$ cat src/rtl/storage_arbiter.sv
// Shares one storage controller port between the IFU and LSU requesters.
// One transaction is held in flight at a time, and a watchdog aborts hung accesses.
module storage_arbiter #(
  parameter int MEM_W          = 32,
  parameter int ARB_MODE       = 0,
  parameter int TIMEOUT_CYCLES = 1024
) (
  input  logic                 clk,
  input  logic                 rst,
  input  logic                 ifu_req,
  input  logic [31:0]          ifu_addr,
  output logic                 ifu_gnt,
  output logic                 ifu_rvalid,
  output logic [MEM_W-1:0]     ifu_rdata,
  output logic                 ifu_err,
  input  logic                 lsu_req,
  input  logic                 lsu_we,
  input  logic [MEM_W/8-1:0]   lsu_be,
  input  logic [31:0]          lsu_addr,
  input  logic [MEM_W-1:0]     lsu_wdata,
  output logic                 lsu_gnt,
  output logic                 lsu_rvalid,
  output logic [MEM_W-1:0]     lsu_rdata,
  output logic                 lsu_err,
  output logic                 mem_access,
  output logic                 mem_is_writing,
  output logic [31:0]          mem_addr,
  output logic [MEM_W-1:0]     mem_wdata,
  output logic [MEM_W/8-1:0]   mem_be,
  input  logic [MEM_W-1:0]     mem_rdata,
  input  logic                 mem_valid
);

  localparam int BE_W  = MEM_W / 8;
  localparam int CNT_W = $clog2(TIMEOUT_CYCLES);

  typedef enum logic [1:0] {
    IDLE  = 2'd0,
    ISSUE = 2'd1,
    WAIT  = 2'd2
  } state_t;

  state_t             r_state;
  state_t             w_nextState;
  logic               r_ownerLsu;
  logic               r_lastLsu;
  logic               r_we;
  logic [31:0]        r_addr;
  logic [BE_W-1:0]    r_be;
  logic [MEM_W-1:0]   r_wdata;
  logic [CNT_W-1:0]   r_count;

  logic               w_lsuWins;
  logic               w_take;
  logic               w_ifuGnt;
  logic               w_lsuGnt;
  logic               w_cntMax;
  logic               w_done;
  logic               w_timeout;
  logic               w_finish;

  // r_lastLsu=0 means IFU was served last, so the LSU wins the next tie.
  always_comb begin
    w_lsuWins = 1'b0;
    if (lsu_req) begin
      if (!ifu_req)
        w_lsuWins = 1'b1;
      else if (ARB_MODE == 1)
        w_lsuWins = 1'b1;
      else
        w_lsuWins = !r_lastLsu;
    end
  end

  assign w_take    = rst && (r_state == IDLE) && (ifu_req || lsu_req);
  assign w_lsuGnt  = w_take && w_lsuWins;
  assign w_ifuGnt  = w_take && !w_lsuWins;

  assign w_cntMax  = (r_count == CNT_W'(TIMEOUT_CYCLES - 1));
  assign w_done    = rst && (r_state == WAIT) && mem_valid;
  assign w_timeout = rst && (r_state == WAIT) && !mem_valid && w_cntMax;
  assign w_finish  = w_done || w_timeout;

  always_ff @(posedge clk) begin
    if (!rst)
      r_state <= IDLE;
    else
      r_state <= w_nextState;
  end

  always_comb begin
    w_nextState = r_state;
    case (r_state)
      IDLE:    if (w_ifuGnt || w_lsuGnt) w_nextState = ISSUE;
      ISSUE:   w_nextState = WAIT;
      WAIT:    if (w_finish) w_nextState = IDLE;
      default: w_nextState = IDLE;
    endcase
  end

  // Latched request stays on the controller pins until the transaction ends.
  always_ff @(posedge clk) begin
    if (!rst) begin
      r_ownerLsu <= 1'b0;
      r_lastLsu  <= 1'b0;
      r_we       <= 1'b0;
      r_addr     <= '0;
      r_be       <= '0;
      r_wdata    <= '0;
    end else if (w_ifuGnt || w_lsuGnt) begin
      r_ownerLsu <= w_lsuGnt;
      r_lastLsu  <= w_lsuGnt;
      r_we       <= w_lsuGnt && lsu_we;
      r_addr     <= w_lsuGnt ? lsu_addr : ifu_addr;
      r_be       <= w_lsuGnt ? lsu_be : {BE_W{1'b1}};
      r_wdata    <= w_lsuGnt ? lsu_wdata : '0;
    end
  end

  always_ff @(posedge clk) begin
    if (!rst)
      r_count <= '0;
    else if ((r_state == WAIT) && !w_finish)
      r_count <= r_count + CNT_W'(1);
    else
      r_count <= '0;
  end

  always_comb begin
    ifu_gnt        = w_ifuGnt;
    lsu_gnt        = w_lsuGnt;
    mem_access     = rst && (r_state == ISSUE);
    mem_is_writing = r_we;
    mem_addr       = r_addr;
    mem_wdata      = r_wdata;
    mem_be         = r_be;
    ifu_rvalid     = w_finish && !r_ownerLsu;
    lsu_rvalid     = w_finish && r_ownerLsu;
    ifu_err        = w_timeout && !r_ownerLsu;
    lsu_err        = w_timeout && r_ownerLsu;
    ifu_rdata      = (w_done && !r_ownerLsu) ? mem_rdata : '0;
    lsu_rdata      = (w_done && r_ownerLsu) ? mem_rdata : '0;
  end

endmodule

$ cat config.mk
export PLATFORM = sky130hd
export DESIGN_NAME = storage_arbiter
export DESIGN_NICKNAME = d
export VERILOG_FILES = /design/src/rtl/storage_arbiter.sv
export SDC_FILE = /design/constraint.sdc
export NUM_CORES = 1
export LEC_CHECK = 0
export CELL_PAD_IN_SITES_DETAIL_PLACEMENT = 1
export CELL_PAD_IN_SITES_GLOBAL_PLACEMENT = 1
export CORE_MARGIN = 2
export CORE_UTILIZATION = 23
export CTS_CLUSTER_DIAMETER = 80
export DETAILED_ROUTE_END_ITERATION = 7
export GPL_TIMING_DRIVEN = 0
export PLACE_DENSITY_LB_ADDON = 0.1
export SYNTH_ARGS = -nofsm -noshare
export SYNTH_HDL_FRONTEND = slang
export SYNTH_SLANG_ARGS = --single-unit
$ cat constraint.sdc
create_clock -name clk -period 1.6 [get_ports clk]
set_input_delay 0.16 -clock clk [delete_from_list [all_inputs] [get_ports clk]]
set_output_delay 0.16 -clock clk [all_outputs]
set_load 0.05 [all_outputs]
==> qor.json <==
{
  "outcome": "finished, violations left",
  "violations_in_the_final_reports": "setup timing",
  "floorplan.die_area_mm2": 0.0169,
  "path_clk_slew_ns": 0.07,
  "numCtsBuffers": 9,
  "cts_max_path_buffers": 2,
  "yosys.area.top_type_share_pct": 45.0,
  "yosys_warnings": 0,
  "sequentialPowerShare_pct": 36.0,
  "static-leakage-power_nw": 3.75,
  "layout.cells.most_common": "sky130_fd_sc_hd__clkdlybuf4s50_1",
  "place_congestion": 0.812,
  "postSynthAreaPerCell_um2": 8.54,
  "initial_antenna_violation_count": 2,
  "ys_seq_area_share_pct": 45.0,
  "post-route-worst-setup-slack_ns": -0.233,
  "hold_path.startpoint": "ifu_addr[13]",
  "critPathRequiredTime_ns": 1.44,
  "count_of_cells_along_the_worst_hold_path": 3,
  "yosys.cell_types.count": 35,
  "starting_density_of_the_core_pct": 23.2,
  "first_global_vias": 4986,
  "ys_seq_elements": 82,
  "synth_top_cells_by_area": "sky130_fd_sc_hd__dfxtp_1, sky130_fd_sc_hd__and2_1, sky130_fd_sc_hd__a22oi_1, sky130_fd_sc_hd__nor2b_1, sky130_fd_sc_hd__nand2_1",
  "drive_gt1_share_pct": 39.3,
  "max_slew_headroom_at_the_worst_pin_pct": 59.0,
  "syn2layout_area_growth_pct": 137,
  "final.fill_count": 1702,
  "nets_in_the_synthesized_netlist": 566,
  "wirelength_mm": 20.1,
  "die_h_um": 130,
  "worst-r2r-setup-slack_ns": -0.18,
  "critical_path_peak_fanout": 8,
  "dominantRegCellSynth": "sky130_fd_sc_hd__dfxtp_1",
  "mapped_cell_area_mm2": 0.00364,
  "swShare_pct": 33.6,
  "grt.overflow.total": 0,
  "die_width_um": 130,
  "commonest_cells_after_routing_fill_and_taps_aside": "sky130_fd_sc_hd__clkdlybuf4s50_1, sky130_fd_sc_hd__buf_8, sky130_fd_sc_hd__dlygate4sd2_1, sky130_fd_sc_hd__dfxtp_1, sky130_fd_sc_hd__and2_4",
  "worst_setup_ep": "lsu_rdata[5]",
  "final_nets": 918,
  "synth-async-reset-ratio_pct": 0,
  "irDropWorstVdd_mv": 0.540,
  "drtPass1Iterations": 4,
  "detailedPlacementHpwl_mm": 14.0,
  "p_switching_mw": 2.11,
  "hp-class": "primary input to flop",
  "core.rowCount": 46,
  "clock_sink_count": 82,
  "remaining_drc_errors": 0,
  "synth_enable_flop_cells": 0,
  "rsz0062_at_grt": "true",
  "clock-skew-final_ns": 0.00618,
  "grt_start_max_net_pins": 16,
  "ports": 278,
  "avgViaCountPerCell": 4.62,
  "ff_to_ff_start": "r_lastLsu",
  "drv_cap": 0,
  "worstMarginPinSlew_ns": 0.618,
  "post_drt_wl_per_cell_um": 20.1,
  "num_vias": 4629,
  "worst_r2r_path_depth": 10,
  "netlist.top_cell.by_area": "sky130_fd_sc_hd__dfxtp_1",
  "post-route-cell-area_mm2": 0.00865,
  "end_kind": "primary output",
  "cp-startpoint": "r_state[0]",
  "reg2reg_to": "mem_addr[18]",
  "dpl-instance-area_mm2": 0.00672,
  "power_frac_comb_pct": 32.2,
  "synthesis.instances": 427,
  "min_period_ns": 1.83,
  "final_setup_violation_count": 132,
  "quantity_of_hold_fixing_buffers_added_after_cts": 0,
  "criticalPathCategory": "flop to primary output",
  "clkLatencyLatePin_ns": 0.34,
  "drt_iter0_markers": 164,
  "timing.critical_path.arrival_ns": 1.67,
  "p_int_mw": 4.16,
  "fp.coreArea_mm2": 0.0157,
  "clock_tree.htree_level_count": 3,
  "dp_slack_ns": -1.35,
  "timing.critical_path.from_type": "flop",
  "number_of_port_buffers": 277,
  "grt_first_pass_wirelength_mm": 28.2,
  "final-max-slew-violation-count": 0,
  "final_cycle_utilization_of_the_critical_path_pct": 115,
  "p_clk_share_pct": 31.8,
  "tritoncts": "done",
  "track_usage_pct": 22.1,
  "cts-root-buf": "sky130_fd_sc_hd__clkbuf_16",
  "power.density_mw_per_mm2": 724,
  "ant_nets": 0,
  "max_freq_ghz": 0.546,
  "finalHoldViolations": 0
}
## critical path, stage by stage (launching register included)
cell,delay (ns)
sky130_fd_sc_hd__dfxtp_4,0.36
sky130_fd_sc_hd__nor2b_4,0.14
sky130_fd_sc_hd__nand3_4,0.12
sky130_fd_sc_hd__nor2_4,0.13
sky130_fd_sc_hd__buf_12,0.15
sky130_fd_sc_hd__clkbuf_8,0.15
sky130_fd_sc_hd__and2_4,0.15
sky130_fd_sc_hd__buf_8,0.14
## power groups by stage
| stage | Sequential [mW] | Combinational, mW | Clock, mW |
|---|---|---|---|
| floorplan | 2.75 | 0.422 | 0 |
| detailed placement | 2.30 | 1.67 | 0 |
| CTS | 2.25 | 1.76 | 2.04 |
| global placement | 2.30 | 1.65 | 0 |
| global route | 2.27 | 2.12 | 2.13 |
| finish | 2.26 | 2.02 | 1.99 |
## synthesized netlist by cell type (2+ instances only)
| cell | instances |
|---|---|
| sky130_fd_sc_hd__dfxtp_1 | 82 |
| sky130_fd_sc_hd__and2_1 | 67 |
| sky130_fd_sc_hd__nand2_1 | 53 |
| sky130_fd_sc_hd__nor2b_1 | 34 |
| sky130_fd_sc_hd__a22oi_1 | 33 |
| sky130_fd_sc_hd__o21ai_0 | 27 |
| sky130_fd_sc_hd__a31oi_1 | 24 |
| sky130_fd_sc_hd__clkbuf_1 | 20 |
| sky130_fd_sc_hd__nor2_1 | 13 |
| sky130_fd_sc_hd__inv_1 | 11 |
| sky130_fd_sc_hd__a222oi_1 | 8 |
| sky130_fd_sc_hd__buf_2 | 7 |
| sky130_fd_sc_hd__nand3_1 | 7 |
| sky130_fd_sc_hd__a21oi_1 | 4 |
| sky130_fd_sc_hd__buf_6 | 4 |
| sky130_fd_sc_hd__o221a_2 | 4 |
| sky130_fd_sc_hd__xor2_1 | 4 |
| sky130_fd_sc_hd__nand4_1 | 3 |
| sky130_fd_sc_hd__and4_1 | 2 |
| sky130_fd_sc_hd__inv_2 | 2 |
| sky130_fd_sc_hd__nand2b_1 | 2 |
| sky130_fd_sc_hd__nor3_1 | 2 |
| sky130_fd_sc_hd__xnor2_1 | 2 |
## flip-flops by register name, summed over array words and instances, names as in the netlist
name	flops
r_state	2
mem_wdata	32
r_lastLsu	1
mem_is_writing	1
mem_addr	32
mem_be	4
r_count	10
## worst min path at each step
stage,endpoint,slack [ns]
2_1_floorplan,mem_addr[0],0.30
3_3_place_gp,mem_addr[28],0.45
3_5_place_dp,mem_addr[28],0.46
4_1_cts,mem_addr[13],0.37
5_1_grt,mem_addr[19],0.40
6_report,mem_addr[13],0.38
## repair_timing
| action | CTS | global route |
|---|---|---|
| pin swaps | 52 | 18 |
| gates cloned | 7 | 8 |
| resized for setup | 771 | 134 |
| buffers inserted | 29 | 21 |
| setup endpoints to repair | 181 | 133 |
## cell families after synthesis
| kind of cell | share of synthesized area, % |
|---|---|
| adders and majority gates | 0.343 |
| and+or+nand+nor | 27.7 |
| DFF | 45.0 |
| buffers and inverters | 6.04 |
| AOI/OAI and AO/OA | 19.5 |
| xor gates and xnor gates | 1.44 |
## metrics by stage
step,cells,total power [mW],TNS [ns],util (%),hold slack (ns)
finish,1002,6.26,-18.73,55.0,0.381
global route,1002,6.52,-28.25,55.0,0.403
CTS,972,6.04,-15.29,50.9,0.375
detailed placement,920,3.97,-104.90,42.8,0.457
global placement,920,3.95,-100.56,42.8,0.447
floorplan,427,3.17,0,-,0.298
## metal layers
metal | GRT usage, % | up-vias | share of wire, %
met5 | 0 | - | 0
met4 | 6.58 | 0 | 1.6
met3 | 7.34 | 19 | 7.1
met2 | 41.2 | 157 | 55
met1 | 23.7 | 2270 | 36
li1 | - | 2183 | -
## layout make-up
| class | instances | area, um2 | area share, % |
|---|---|---|---|
| Antenna cell | 2 | 5.00 | 0.0579 |
| Tap cell | 216 | 270 | 3.13 |
| Sequential cell | 82 | 1670 | 19.3 |
| Inverter | 13 | 53.8 | 0.622 |
| Clock inverter | 7 | 53.8 | 0.622 |
| Multi-Input combinational cell | 298 | 2220 | 25.7 |
| Clock buffer | 9 | 225 | 2.60 |
| Buffer | 33 | 394 | 4.56 |
| Timing Repair Buffer | 342 | 3750 | 43.4 |
(Power assumes the default switching activity.)
